`src/rtl/fwd_hazard_unit_pkg.sv`:
```
// Shared core package: forwarding select encoding, per-stage destination info
// and the hard-wired zero register index used by the forwarding/hazard logic.
package fwd_hazard_unit_pkg;

    localparam int unsigned REG_IDX_W = 5;

    localparam logic [REG_IDX_W-1:0] REG_ZERO = '0;

    typedef enum logic [1:0] {
        FWD_NONE    = 2'b00,
        FWD_MEM_ALU = 2'b01,
        FWD_WB      = 2'b10,
        FWD_MEM_LD  = 2'b11
    } fwd_sel_e;

    typedef struct packed {
        logic [REG_IDX_W-1:0] rd;
        logic                 wr;
        logic                 ld;
    } stage_info_t;

endpackage

```
`src/rtl/fwd_sel_logic.sv`:
```
// Forwarding select for one EX-stage source operand.
// MEM has priority over WB; x0 is never forwarded. A load sitting in MEM is
// only forwarded when LOAD_FWD is set, otherwise that source gets no forward.
module fwd_sel_logic
    import fwd_hazard_unit_pkg::*;
#(
    parameter int unsigned REG_ADDR_W = 5,
    parameter int unsigned LOAD_FWD   = 1
) (
    input  logic [REG_ADDR_W-1:0] src,
    input  logic                  src_used,
    input  logic [REG_ADDR_W-1:0] mem_rd,
    input  logic                  mem_wr,
    input  logic                  mem_ld,
    input  logic [REG_ADDR_W-1:0] wb_rd,
    input  logic                  wb_wr,
    output logic [1:0]            sel
);

    logic     mem_hit;
    logic     wb_hit;
    fwd_sel_e sel_e;

    assign mem_hit = src_used && mem_wr && (mem_rd != REG_ZERO) && (mem_rd == src);
    assign wb_hit  = src_used && wb_wr  && (wb_rd  != REG_ZERO) && (wb_rd  == src);

    // Priority select: MEM hit first, then WB, else register file / immediate
    always_comb begin
        sel_e = FWD_NONE;
        if (mem_hit) begin
            if (!mem_ld) begin
                sel_e = FWD_MEM_ALU;
            end else if (LOAD_FWD != 0) begin
                sel_e = FWD_MEM_LD;
            end else begin
                sel_e = FWD_NONE;
            end
        end else if (wb_hit) begin
            sel_e = FWD_WB;
        end
    end

    assign sel = sel_e;

endmodule

```
`src/rtl/fwd_hazard_unit.sv`:
```
// Operand forwarding and load-use hazard controller for the 5-stage core.
// Tracks destination/control info for EX, MEM and WB, drives the EX-stage
// src1/src2 forwarding selects and the load-use stall / EX bubble.
// Optional macro FWD_PERF_CNT_EN adds fwd_cnt / stall_cnt event counters.
module fwd_hazard_unit
    import fwd_hazard_unit_pkg::*;
#(
    parameter int unsigned REG_ADDR_W = 5,
    parameter int unsigned LOAD_FWD   = 1
) (
    input  logic                  clk,
    input  logic                  rst,
    input  logic                  id_valid,
    input  logic [REG_ADDR_W-1:0] id_rs1,
    input  logic [REG_ADDR_W-1:0] id_rs2,
    input  logic                  id_rs1_used,
    input  logic                  id_rs2_used,
    input  logic [REG_ADDR_W-1:0] id_rd,
    input  logic                  id_reg_write,
    input  logic                  id_mem_read,
    input  logic                  id_alu_src,
    input  logic                  pipe_stall,
    input  logic                  flush,
    output logic [1:0]            rs_sel,
    output logic [1:0]            rt_sel,
    output logic                  load_use_stall,
    output logic                  ex_bubble
`ifdef FWD_PERF_CNT_EN
    ,
    output logic [31:0]           fwd_cnt,
    output logic [31:0]           stall_cnt
`endif
);

    // EX shadow stage
    stage_info_t           ex_info;
    logic [REG_ADDR_W-1:0] ex_rs1;
    logic [REG_ADDR_W-1:0] ex_rs2;
    logic                  ex_rs1_used;
    logic                  ex_rs2_used;
    logic                  ex_alu_src;
    logic                  ex_valid;

    // MEM and WB shadow stages
    stage_info_t           mem_info;
    logic [REG_ADDR_W-1:0] wb_rd;
    logic                  wb_wr;

    logic                  ex_insert_bubble;
    logic                  rs_src_used;
    logic                  rt_src_used;

    // An immediate src2 never takes a forward, so rt is treated as unused
    assign rs_src_used = ex_valid && ex_rs1_used;
    assign rt_src_used = ex_valid && ex_rs2_used && !ex_alu_src;

    fwd_sel_logic #(
        .REG_ADDR_W (REG_ADDR_W),
        .LOAD_FWD   (LOAD_FWD)
    ) u_rs_sel (
        .src      (ex_rs1),
        .src_used (rs_src_used),
        .mem_rd   (mem_info.rd),
        .mem_wr   (mem_info.wr),
        .mem_ld   (mem_info.ld),
        .wb_rd    (wb_rd),
        .wb_wr    (wb_wr),
        .sel      (rs_sel)
    );

    fwd_sel_logic #(
        .REG_ADDR_W (REG_ADDR_W),
        .LOAD_FWD   (LOAD_FWD)
    ) u_rt_sel (
        .src      (ex_rs2),
        .src_used (rt_src_used),
        .mem_rd   (mem_info.rd),
        .mem_wr   (mem_info.wr),
        .mem_ld   (mem_info.ld),
        .wb_rd    (wb_rd),
        .wb_wr    (wb_wr),
        .sel      (rt_sel)
    );

    // Load in EX feeding a used ID source: hold ID one cycle (stall mode only)
    always_comb begin
        load_use_stall = 1'b0;
        if (LOAD_FWD == 0) begin
            load_use_stall = id_valid && ex_info.ld && ex_info.wr &&
                             (ex_info.rd != REG_ZERO) &&
                             ((id_rs1_used && (id_rs1 == ex_info.rd)) ||
                              (id_rs2_used && (id_rs2 == ex_info.rd))) &&
                             !flush && !pipe_stall;
        end
    end

    assign ex_bubble        = (load_use_stall || flush) && !pipe_stall;
    assign ex_insert_bubble = flush || load_use_stall || !id_valid;

    // Shadow pipeline advance; frozen while the whole core is stalled
    always_ff @(posedge clk) begin
        if (rst) begin
            ex_info     <= '0;
            ex_rs1      <= '0;
            ex_rs2      <= '0;
            ex_rs1_used <= 1'b0;
            ex_rs2_used <= 1'b0;
            ex_alu_src  <= 1'b0;
            ex_valid    <= 1'b0;
            mem_info    <= '0;
            wb_rd       <= '0;
            wb_wr       <= 1'b0;
        end else if (!pipe_stall) begin
            if (ex_insert_bubble) begin
                ex_info     <= '0;
                ex_rs1      <= '0;
                ex_rs2      <= '0;
                ex_rs1_used <= 1'b0;
                ex_rs2_used <= 1'b0;
                ex_alu_src  <= 1'b0;
                ex_valid    <= 1'b0;
            end else begin
                ex_info.rd  <= id_rd;
                ex_info.wr  <= id_reg_write;
                ex_info.ld  <= id_mem_read;
                ex_rs1      <= id_rs1;
                ex_rs2      <= id_rs2;
                ex_rs1_used <= id_rs1_used;
                ex_rs2_used <= id_rs2_used;
                ex_alu_src  <= id_alu_src;
                ex_valid    <= 1'b1;
            end
            mem_info <= ex_info;
            wb_rd    <= mem_info.rd;
            wb_wr    <= mem_info.wr;
        end
    end

`ifdef FWD_PERF_CNT_EN
    // Event counters: forwarding cycles and load-use stall cycles, free-running wrap
    always_ff @(posedge clk) begin
        if (rst) begin
            fwd_cnt   <= '0;
            stall_cnt <= '0;
        end else begin
            if (!pipe_stall && ((rs_sel != FWD_NONE) || (rt_sel != FWD_NONE))) begin
                fwd_cnt <= fwd_cnt + 32'd1;
            end
            if (load_use_stall) begin
                stall_cnt <= stall_cnt + 32'd1;
            end
        end
    end
`endif

endmodule

```
`config.mk`:
```
export PLATFORM = sky130hd
export DESIGN_NAME = fwd_hazard_unit
export DESIGN_NICKNAME = d
export VERILOG_FILES = /design/src/rtl/fwd_hazard_unit_pkg.sv /design/src/rtl/fwd_sel_logic.sv /design/src/rtl/fwd_hazard_unit.sv
export SDC_FILE = /design/constraint.sdc
export NUM_CORES = 1
export LEC_CHECK = 0
export CAP_MARGIN = 20
export CORE_AREA = 3 3 59 61
export DETAILED_ROUTE_END_ITERATION = 16
export DIE_AREA = 0 0 62 64
export MAX_ROUTING_LAYER = met4
export PLACE_DENSITY = 0.8
export SLEW_MARGIN = 10
export SYNTH_ARGS = -nofsm -noshare
export SYNTH_HDL_FRONTEND = slang
export SYNTH_SLANG_ARGS = --single-unit
```
`constraint.sdc`:
```
create_clock -name clk -period 2.3 [get_ports clk]
set_input_delay 0.46 -clock clk [delete_from_list [all_inputs] [get_ports clk]]
set_output_delay 0.46 -clock clk [all_outputs]
set_load 0.03 [all_outputs]
```
After elaboration in Yosys (flattened, before gate mapping)
Index checks and enable logic that the tools add are counted.
{"block": "totals", "reg_bits": 34, "inputBits": 25, "out_inout_bits": 6}
{"block": "op_classes", "n_eq_ne": 4, "n_reduce_logical": 22, "muxes": 12}
{"cell": "5-bit == test", "count": 4}
{"cell": "1-bit logical AND", "count": 16}
{"cell": "2-bit 2-to-1 mux", "count": 5}
{"cell": "5-bit 2-to-1 mux", "count": 2}
{"cell": "5-bit nonzero test", "count": 2}
{"cell": "7-bit 2-to-1 mux", "count": 1}
{"cell": "1-bit 2-to-1 mux", "count": 4}
{"cell": "1-bit logical NOT", "count": 3}
{"cell": "1-bit logical OR", "count": 1}

Logic depth before layout (Yosys ltp)
{"block": "logic_depth", "depth_word": 7, "ltp_mapped": 5}

Hierarchy
A second synthesis with hierarchy kept.
{"block": "hier_totals", "hier_cells": 186, "area_unflattened_um2": 1711.6}
{"module": "fwd_hazard_unit", "area_each_um2": 1388.8, "n_inst": 1, "cells_per_inst": 142, "seq_area_each_um2": 680.7}
{"module": "fwd_sel_logic", "area_each_um2": 161.4, "n_inst": 2, "cells_per_inst": 22, "seq_area_each_um2": 0.0}

Worst setup path before layout
Ideal clock, no wire load.
{"block": "synth_timing", "path_kind": "reg-to-output", "from": "reg wb_rd[1]", "to": "out rt_sel[1]", "path_slack_ns": 0.407, "stages_incl_launch_ff": 5, "arrival_time_ns": 1.433, "path_cell_list": "dfxtp_1 > or4_1 > o21ai_0 > nor4_1 > mux2_2"}
{"block": "synth_via", "elab_chain_cells": 5, "elab_cells_between_ends": 6, "cone_classes": "1 x eq/ne; 2 x mux; 3 x reduce/logical"}
{"element": "start: declaration", "line_no": "fwd_hazard_unit.sv:46", "source": "logic [REG_ADDR_W-1:0] wb_rd;"}
{"element": "start signal: assignment", "line_no": "fwd_hazard_unit.sv:134", "source": "wb_rd <= mem_info.rd;"}
{"element": "5-bit nonzero test", "line_no": "fwd_sel_logic.sv:25", "source": "assign wb_hit = src_used && wb_wr && (wb_rd != REG_ZERO) && (wb_rd == src);"}
{"element": "1-bit logical AND", "line_no": "fwd_sel_logic.sv:25"}
{"element": "1-bit logical AND *", "line_no": "fwd_sel_logic.sv:25"}
{"element": "2-bit 2-to-1 mux *", "line_no": "fwd_sel_logic.sv:38", "source": "end else if (wb_hit) begin"}
{"element": "2-bit 2-to-1 mux *", "line_no": "fwd_sel_logic.sv:30", "source": "if (mem_hit) begin"}
{"element": "end: declaration", "line_no": "fwd_hazard_unit.sv:25", "source": "output logic [1:0] rt_sel,"}
Mark *: on every way between the ends. The rest lies on a longest branch, timed or not.

Worst setup path after layout
{"block": "layout_timing", "from": "reg mem_info[3] (netlist name)", "to": "out rs_sel[1]"}
{"block": "layout_via", "elab_chain_cells": 4, "elab_cells_between_ends": 5, "cone_classes": "1 x eq/ne; 1 x mux; 3 x reduce/logical"}
{"element": "start: declaration", "line_no": "fwd_hazard_unit.sv:45", "source": "stage_info_t mem_info;"}
{"element": "start signal: assignment", "line_no": "fwd_hazard_unit.sv:133", "source": "mem_info <= ex_info;"}
{"element": "5-bit nonzero test", "line_no": "fwd_sel_logic.sv:24", "source": "assign mem_hit = src_used && mem_wr && (mem_rd != REG_ZERO) && (mem_rd == src);"}
{"element": "1-bit logical AND", "line_no": "fwd_sel_logic.sv:24"}
{"element": "1-bit logical AND *", "line_no": "fwd_sel_logic.sv:24"}
{"element": "2-bit 2-to-1 mux *", "line_no": "fwd_sel_logic.sv:30"}
{"element": "end: declaration", "line_no": "fwd_hazard_unit.sv:24", "source": "output logic [1:0] rs_sel,"}
Marked as above.

==> results.txt <==
Setup violations, final = 3
CP Buf/Inv Count = 2
Unrepaired setup endpoints after global routing = yes
Die width = 62 microns
Remaining Overflow, GRT = 0
Final hold violations = 0
Worst path required time = 1.84 ns
Crit path max-delay family = simple AND/OR/NAND/NOR gates
Max-slew violations = 0
Dpl hpwl = 2.41 mm
Seq cells post-synth = 34
First-pass GRT wire length = 5.42 mm
Total power = 1.03 mW
Synth area leaders = dfxtp_1 (47%), a22oi_1 (10%), mux2i_1 (8.9%)
DRC = 0
Met1 WL = 1.42 mm
Ports = 31
CTS clk-pin slew, worst paths = 0.10 ns
CTS Hold Bufs = 0
Synth cell types = 21
Vias in the first global route = 1186
Root Driver = clkbuf_4
Slowest cell on crit path = mux2_2
WL met3 = 178 microns
Cell mode on critical path = buf_6
# H-tree levels = 2
Worst skew pair latency = 0.33 ns
Placed instance area = 1770 sq um
Leak pwr = 0.756 nW
CTS max path bufs = 2
Placer Congestion = 0.999
Diode count = 0
Status = complete, but fails checks
Placed Cells = 218
DR WL met2 = 1.80 mm
Initial antenna violation count = 0
Crit-path max FO = 3
Largest net degree at the start of global routing = 35
Cells along the critical path = buf_6, xnor2_4, nand4_1, nor4_2, mux2_2, buf_6
Drt total wl = 3.49 mm
Drt via density = 5.21
Area share of the largest cell type after synthesis = 0.465
Row cnt = 20
Worst slack, placed = 0.0148 ns
Syn Nets = 179
Failing checks = negative setup slack
Final #Nets = 210
Core ar. = 3030 sq um
DR iter-0 viols = 78
Worst hold slack = 0.497 ns
Cells after Synth = 154
Syn_area_per_cell = 9.50 sq um
GRT Total Usage = 0.193
DR WL/cell = 15.3 microns
Worst hold path class = register to register
Max stage delay on crit path = 0.38 ns
Initial Util = 0.483
Fmax = 0.410 GHz
Final setup TNS = -0.274 ns
Period utilization = 1.06
Fin util = 0.644
Area grow syn2layout = 33.3%
Die height = 64 microns
Crit start category = register
YS warnings = 0
Arrival time at the worst endpoint = 1.98 ns
Non-Filler Instances = 229
Die area = 3970 sq um
Minimum clock period = 2.44 ns
Synth Cell Area = 1460 sq um
Clock buffer count from CTS = 5
Sequential fraction of the synthesis area = 0.465
Clock Sinks = 34
Cell Pwr Density = 527 nW/um^2
Final instance area = 1950 sq um
IR drop worst, VDD = 346 uV
Min setup slack post-route = -0.140 ns
Worst Skew = 0.00952 ns
IO buf count = 29
CTS tree = built
Top Metal Used = met4
Share of cells above drive strength 1 = 0.200
Pre-antenna DRT Iters = 5
Cell taking the most area after synthesis = dfxtp_1
Maxcap violations = 0
Final ANT Viol Nets = 0
Crit end category = primary output
Via count = 1193
Setup CP Type = register to primary output
## flip-flops by register name, indices dropped and copies added, names as in the netlist
signal and flops:
wb_rd 5, ex_rs1 5, wb_wr 1, ex_rs2_used 1, ex_valid 1, ex_alu_src 1, ex_info 7, ex_rs1_used 1
ex_rs2 5, mem_info 7
## worst min-delay path: stages, from the launching register on
cell and delay, ns:
dfxtp_1 0.34, mux2i_1 0.07, nor2_1 0.07
## layout make-up
cell class                 count  area, sq um
fill                         234         1080
multi-input combinational    107          802
sequential                    34          693
timing repair buffer          37          352
tap                           44         55.1
clock buffer                   5         37.5
clock inverter                 2         10.0
## layout by cell type, fill, tap and decap left out, types with 2 or more instances in the layout
cell type	netlist	layout
nor2_1	34	34
dfxtp_1	34	28
clkdlybuf4s50_1	0	24
a22oi_1	20	20
mux2i_1	13	13
xnor2_1	14	11
buf_4	3	7
xor2_1	6	6
clkbuf_4	0	5
nand4_1	4	4
dfxtp_2	0	4
buf_6	0	4
or4_4	0	2
xnor2_2	0	2
nor4_1	4	2
clkinv_2	0	2
dfxtp_4	0	2
## synthesized netlist by cell type
master    instances
a21oi_1           1
a22oi_1          20
and3b_1           1
buf_2             2
buf_4             3
clkbuf_1          8
conb_1            1
dfxtp_1          34
mux2_2            2
mux2i_1          13
nand2_1           1
nand4_1           4
nor2_1           34
nor2b_1           1
nor3b_1           1
nor4_1            4
o21ai_0           1
o21ai_2           1
or4_1             2
xnor2_1          14
xor2_1            6
## report_power, final
part	internal (mW)	total, mW	switching, mW
Sequential	0.598	0.609	0.0115
Combinational	0.0679	0.120	0.0523
Clock	0.110	0.299	0.189
## path summary, 6_finish.rpt
kind	startpoint	end	slack [ns]	depth (start not counted)
worst max-delay path	mem_info[3]	rs_sel[1]	-0.14	6
worst min-delay path	ex_info[2]	mem_info[2]	0.50	2
worst max register to register	mem_info[3]	wb_rd[1]	1.37	4
worst min register to register	ex_info[2]	mem_info[2]	0.50	2
## logic make-up (layout without fill, tap and decap cells)
| kind of cell | count (synthesis) | after routing | share of synthesized area |
|---|---|---|---|
| AO/OA/AOI/OAI | 23 | 23 | 0.115 |
| other | 1 | 1 | 0.00256 |
| XOR/XNOR | 20 | 20 | 0.120 |
| multiplexers | 15 | 15 | 0.104 |
| flip-flops | 34 | 34 | 0.465 |
| AND/OR/NAND/NOR | 48 | 48 | 0.150 |
| buffers and inverters | 13 | 44 | 0.0428 |
## per-layer routing
metal	vias up	global-route usage
li1	591	-
met1	556	0.220
met2	38	0.313
met3	8	0.0727
met4	0	0.0477
met5	-	-
## what timing repair did
item,CTS,global route
setup buffers,2,2
endpoints found under the setup margin,4,4
pin swaps,2,6
resized for setup,15,16
(Power assumes the default switching activity.)
